File: src/rtl/pulse_stretch.sv
// Pulse stretcher: turns single-cycle event pulses into fixed-width level
// pulses separated by a guaranteed low gap. Events that arrive while a pulse
// is being shown wait in a saturating counter, so each one gets its own pulse.
//
// state    | meaning
// ---------+---------------------------------------------------------------
// ST_IDLE  | nothing to show, y=0, pend_cnt=0
// ST_HIGH  | showing a pulse, y=1 for HOLD cycles
// ST_GAP   | mandatory low time, y=0 for GAP cycles, then next pulse or idle
module pulse_stretch #(
  parameter int HOLD   = 4,
  parameter int GAP    = 2,
  parameter int PEND_W = 3
) (
  input  logic              clk,
  input  logic              rst,
  input  logic              p,
  output logic              y,
  output logic              busy,
  output logic [PEND_W-1:0] pend_cnt,
  output logic              ovf
);

  localparam int MAX_HG = (HOLD > GAP) ? HOLD : GAP;
  localparam int TW     = $clog2(MAX_HG) + 1;

  // The timer counts down to zero; a state lasting N cycles loads N-1.
  localparam logic [TW-1:0]     HOLD_LD  = TW'(HOLD - 1);
  localparam logic [TW-1:0]     GAP_LD   = TW'(GAP - 1);
  localparam logic [PEND_W-1:0] PEND_MAX = '1;

  typedef enum logic [1:0] {
    ST_IDLE = 2'd0,
    ST_HIGH = 2'd1,
    ST_GAP  = 2'd2
  } state_t;

  state_t            state, state_nxt;
  logic [TW-1:0]     timer, timer_nxt;
  logic [PEND_W-1:0] pend_nxt;
  logic              ovf_nxt;
  logic              tc;

  assign tc = (timer == '0);

  // State, timer, queue and output registers; outputs follow the next state
  // so y/busy are registered with exactly one edge of latency from p.
  always_ff @(posedge clk or posedge rst) begin
    if (rst) begin
      state    <= ST_IDLE;
      timer    <= '0;
      pend_cnt <= '0;
      ovf      <= 1'b0;
      y        <= 1'b0;
      busy     <= 1'b0;
    end else begin
      state    <= state_nxt;
      timer    <= timer_nxt;
      pend_cnt <= pend_nxt;
      ovf      <= ovf_nxt;
      y        <= (state_nxt == ST_HIGH);
      busy     <= (state_nxt != ST_IDLE);
    end
  end

  // Next-state, timer reload/decrement and pending-event bookkeeping.
  always_comb begin
    state_nxt = state;
    timer_nxt = timer;
    pend_nxt  = pend_cnt;
    ovf_nxt   = ovf;

    unique case (state)
      ST_IDLE: begin
        // An event seen in idle is shown immediately and never queued.
        if (p) begin
          state_nxt = ST_HIGH;
          timer_nxt = HOLD_LD;
        end
      end

      ST_HIGH: begin
        if (tc) begin
          state_nxt = ST_GAP;
          timer_nxt = GAP_LD;
        end else begin
          timer_nxt = timer - 1'b1;
        end
        if (p) begin
          if (pend_cnt != PEND_MAX) pend_nxt = pend_cnt + 1'b1;
          else                      ovf_nxt  = 1'b1;
        end
      end

      ST_GAP: begin
        if (tc) begin
          // A live event on the final gap edge is as good as a queued one:
          // with a queued event present the two cancel (net zero), and with
          // an empty queue the live event starts the next pulse directly.
          if ((pend_cnt != '0) || p) begin
            state_nxt = ST_HIGH;
            timer_nxt = HOLD_LD;
            if ((pend_cnt != '0) && !p) pend_nxt = pend_cnt - 1'b1;
          end else begin
            state_nxt = ST_IDLE;
            timer_nxt = '0;
          end
        end else begin
          timer_nxt = timer - 1'b1;
          if (p) begin
            if (pend_cnt != PEND_MAX) pend_nxt = pend_cnt + 1'b1;
            else                      ovf_nxt  = 1'b1;
          end
        end
      end

      default: begin
        state_nxt = ST_IDLE;
        timer_nxt = '0;
      end
    endcase
  end

endmodule

File: config.mk
export PLATFORM = sky130hd
export DESIGN_NAME = pulse_stretch
export DESIGN_NICKNAME = d
export VERILOG_FILES = /design/src/rtl/pulse_stretch.sv
export SDC_FILE = /design/constraint.sdc
export NUM_CORES = 1
export LEC_CHECK = 0
export BUFFER_PORTS_ARGS = -buffer_cell sky130_fd_sc_hd__buf_2
export CORE_AREA = 10 10 47 49
export CTS_CLUSTER_SIZE = 25
export DETAILED_ROUTE_END_ITERATION = 6
export DIE_AREA = 0 0 57 59
export GPL_ROUTABILITY_DRIVEN = 1
export PLACE_DENSITY = 0.79
export SYNTH_ARGS = -nofsm -noshare
export SYNTH_HDL_FRONTEND = slang
export SYNTH_SLANG_ARGS = --single-unit
File: constraint.sdc
create_clock -name clk -period 3.3 [get_ports clk]
set_input_delay 0.66 -clock clk [delete_from_list [all_inputs] [get_ports clk]]
set_output_delay 0.66 -clock clk [all_outputs]
set_load 0.02 [all_outputs]
Yosys cells after proc, flatten, opt, wreduce, memory -nomap -nowiden
Index checks and enable logic that the tools add are counted. W data, S select, Z words.

Memories kept: 0. Output and inout bits: 6. Input port bits: 3. Logic and storage cells: 47. Bits in latches: 0. Bits in registers: 11. RAM bits: 0. Memory bits (read-only): 0.

Muxes and demuxes: 20. Multipliers: 0. Reductions and logical operators: 10. Equal/unequal tests: 8. Divide/modulo/power cells: 0. Bitwise gates (word level): 0. Order comparisons: 0. Shift-type cells: 0. Add/subtract/negate cells: 3.

Operators with widths (number): $mux W3 (8); $ne A3 B3 Y1 const B (3); $pmux W3 S3 (1); $mux W2 (4); $pmux W2 S3 (1); $pmux W3 S2 (1); $sub A3 B1 Y3 const B (2); $eq A2 B1 Y1 const B (2); $mux W1 (4); $ne A2 B2 Y1 const B (2); $reduce_bool A2 Y1 (2); $add A3 B1 Y3 const B (1); $logic_not A3 Y1 (1); $reduce_and A3 Y1 (1); $reduce_bool A3 Y1 (1); $eq A2 B2 Y1 const B (1); $logic_not A2 Y1 (1); $pmux W1 S2 (1); $reduce_and A2 Y1 (1); $logic_and A1 B1 Y1 (1); $logic_not A1 Y1 (1); $logic_or A1 B1 Y1 (1).

Longest topological paths before layout
Word-level depth: 6. Gate-level depth with buffers: 6. Depth with buffers taken out: 6.

Least setup slack after synthesis
Ideal clock, no wire load.

Kind: reg2reg. Start point: reg pend_cnt[0]. End point: reg busy. Buffers on the path: 0. Setup time: 0.125 ns. Clock period less this slack: 1.699 ns. Required time: 3.175 ns. Stages on the path, launching flop included: 7. Arrival: 1.574 ns. Setup slack: 1.601 ns. Cells stage by stage: dfrtp_1 -> inv_1 -> ha_1 -> or3b_4 -> a22oi_1 -> a221o_2 -> o21ai_2.

Longest elaborated chain between the ends: 6.

RTL lines: start: declaration (RTL line 20) `output logic [PEND_W-1:0] pend_cnt,`; start signal: assignment (RTL line 59) `pend_cnt <= pend_nxt;`; $reduce_bool A3 Y1 (RTL line 100) `if ((pend_cnt != '0) || p) begin`; $logic_or A1 B1 Y1 (RTL line 100); $mux W1 (RTL line 100); $mux W2 (RTL line 96) `if (tc) begin`; $pmux W2 S3 (RTL line 73) `unique case (state)`; $reduce_bool A2 Y1 (RTL line 62) `busy <= (state_nxt != ST_IDLE);`; end signal: assignment (RTL line 62); end: declaration (RTL line 19) `output logic busy,`.

Every way passes these cells. A chain may end at the register's enable or synchronous reset.

Worst setup path in the final report
Start point: reg pend_cnt[1]. End point: reg busy.

The elaborated chain is that of the path after synthesis.

==> out/qor.yml <==
vias: 627
rows: 14
slew_violations: 0
post_cts.repair.setup_buffers: 0
path_cells: "inv_1, ha_1, or3b_4, a22oi_1, a221o_2, o21ai_2"
synth-seq-cells: 11
layout_common_cells: "dfrtp_1 (11), ha_1 (9), nor2_1 (8), inv_1 (8), buf_2 (8)"
synth.largest_area_cell: "dfrtp_1"
worst_r2r_path_depth: 6
drive_gt1_share_pct: 18.9
p_total_mw: 0.826
setup_viol: 0
postLayoutCellArea_um2: 837
syn_avg_cell_area_um2: 9.10
drc: 0
vias_per_cell: 5.65
numCtsBuffers: 3
ys_seq_area_share_pct: 36.0
critical_path.top_delay_family: "compound AO/OA/AOI/OAI gates"
sw_frac_of_total_pct: 45.9
post-route-period-util_pct: 52.2
crit_end: "busy"
cts_tree: "done"
die_area_um2: 3360
p_comb_share_pct: 59.0
final_common_cell: "dfrtp_1"
path_clk_slew_ns: 0.07
fin_crit_ns: 1.72
antenna_cells: 0
wl_per_cell_um: 13.3
cp-start-kind: "register"
cpPeakStageDelay_ns: 0.41
dp.final_hpwl_um: 1130
outcome: "finished, final reports clean"
die_w_um: 57
syn_nets: 96
rrSetupSlack_ns: 1.58
netlist-cell-type-count: 30
fin_tns_setup_ns: 0
initial_utilization_pct: 54.6
grt_pass1_vias: 588
grt_pass1_wl_um: 2560
instances_no_fill: 111
cts_hold_buf: 0
cap_violations: 0
clk_latency_ns: 0.27
synth-warning-count: 0
place_congestion: 0.862
io-pin-count: 9
grt_max_degree: 14
cts_resized: 0
critPathMaxFanout: 4
synth_area_leaders: "dfrtp_1 (36%), ha_1 (15%), inv_1 (3.9%), nor2_1 (3.9%), nor3_1 (3.3%)"
timing.rr.start: "pend_cnt[1]"
syn_area_um2: 764
rsz0062_at_grt: "no"
pwr-share-seq_pct: 29.6
fin_worst_skew_ns: 0.000649
cts.path.max_buffers: 2
final_util_pct: 59.7
fp.coreArea_um2: 1400
ir_drop_mv: 0.554
antenna_left: 0
synth_top_area_share_pct: 36.0
worstPathArrival_ns: 1.88
fin_nets: 108
p_sw_mw: 0.379
place_area_um2: 811
timing.hold.ws_ns: 0.361
worst_ep_required_time_ns: 3.46
crit_path_start: "pend_cnt[1]"
synth_edf_count: 0
synthCells: 84
ys.flop_type: "dfrtp_1"
p_int_mw: 0.447
cp.depth: 6
tightest_slew_ns: 0.408
fmax_mhz: 580
fin_ws_ns: 1.58
portBuffers: 8
cts_htree_levels: 1
hold_class: "primary input to asynchronous set/reset pin"
r2r-end: "busy"
overflow: 0
cp-end-kind: "register"
dp_cells: 107
slew_headroom_pct: 72.8
synthArstFlopShare_pct: 100
power_density_nw_per_um2: 987
critical_path_class: "register to register"
hold_viol: 0
die_y_um: 59
worst-path-buf-inv: 1
grt_use_total_pct: 9.77
cts_sinks: 11
area_growth_pct: 9.49
root_buffer: "clkbuf_4"
leakagePower_nw: 0.393
first_pass_iters: 4
slowest_stage: "dfrtp_1"
place_ws_ns: 1.45
drtIter0Drc: 25
totalWireLength_um: 1480
p_clk_share_pct: 11.3
antenna_found_initial: 0
metal layers:
metal | vias to the layer above | share of wire [%] | GRT usage (%)
met5 | - | 0 | 0
met4 | 0 | 3.1 | 8.05
met3 | 4 | 7.0 | 3.65
met2 | 17 | 49 | 15.3
met1 | 287 | 41 | 10.2
li1 | 319 | - | -
registers in the layout, indices dropped and copies added, names as in the netlist:
name,count
y,1
ovf,1
timer,3
pend_cnt,3
state,2
busy,1
power by group through the flow:
stage,sequential (mW),clock [mW],combinational [mW]
6_report,0.245,0.0936,0.487
2_1_floorplan,0.279,0,0.342
4_1_cts,0.245,0.0979,0.490
3_5_place_dp,0.247,0,0.486
5_1_grt,0.255,0.107,0.549
3_3_place_gp,0.246,0,0.479
layout make-up:
cell class / instances / area, µm²
inverter: 8 / 30.0
fill: 133 / 564
timing repair buffer: 8 / 40.0
sequential: 11 / 275
clock buffer: 4 / 26.3
multi-input combinational: 64 / 445
tap: 16 / 20.0
worst min path at each step:
| stage | cells after the start | startpoint | endpoint | slack (ns) |
|---|---|---|---|---|
| finish | 2 | rst | pend_cnt[2] | 0.36 |
| global placement | 1 | ovf | ovf | 0.44 |
| CTS | 2 | rst | state[1] | 0.38 |
| detailed placement | 1 | ovf | ovf | 0.45 |
| floorplan | 2 | timer[1] | timer[1] | 0.50 |
| global route | 2 | rst | ovf | 0.39 |
cells by family (layout without fill, tap and decap cells):
logic type	count (synthesis)	count (layout)	share of synthesized area, %
AO/OA/AOI/OAI	24	24	21.9
AND/OR/NAND/NOR	30	30	20.5
flip-flops	11	11	36.0
adder cells (fa/ha/maj)	9	9	14.7
buffers and inverters	9	20	5.73
XOR/XNOR	1	1	1.15
cell usage after synthesis, types with 2 or more instances:
cell / number
o21ai_0: 5
o21a_1: 2
a21oi_1: 4
nand2_1: 5
inv_1: 8
nor3_1: 5
a211oi_1: 2
dfrtp_1: 11
nor2_1: 8
nand2b_1: 2
o211ai_1: 2
nor2b_1: 2
nand3_1: 3
ha_1: 9
Note: power is estimated with default switching activity, not from simulation.
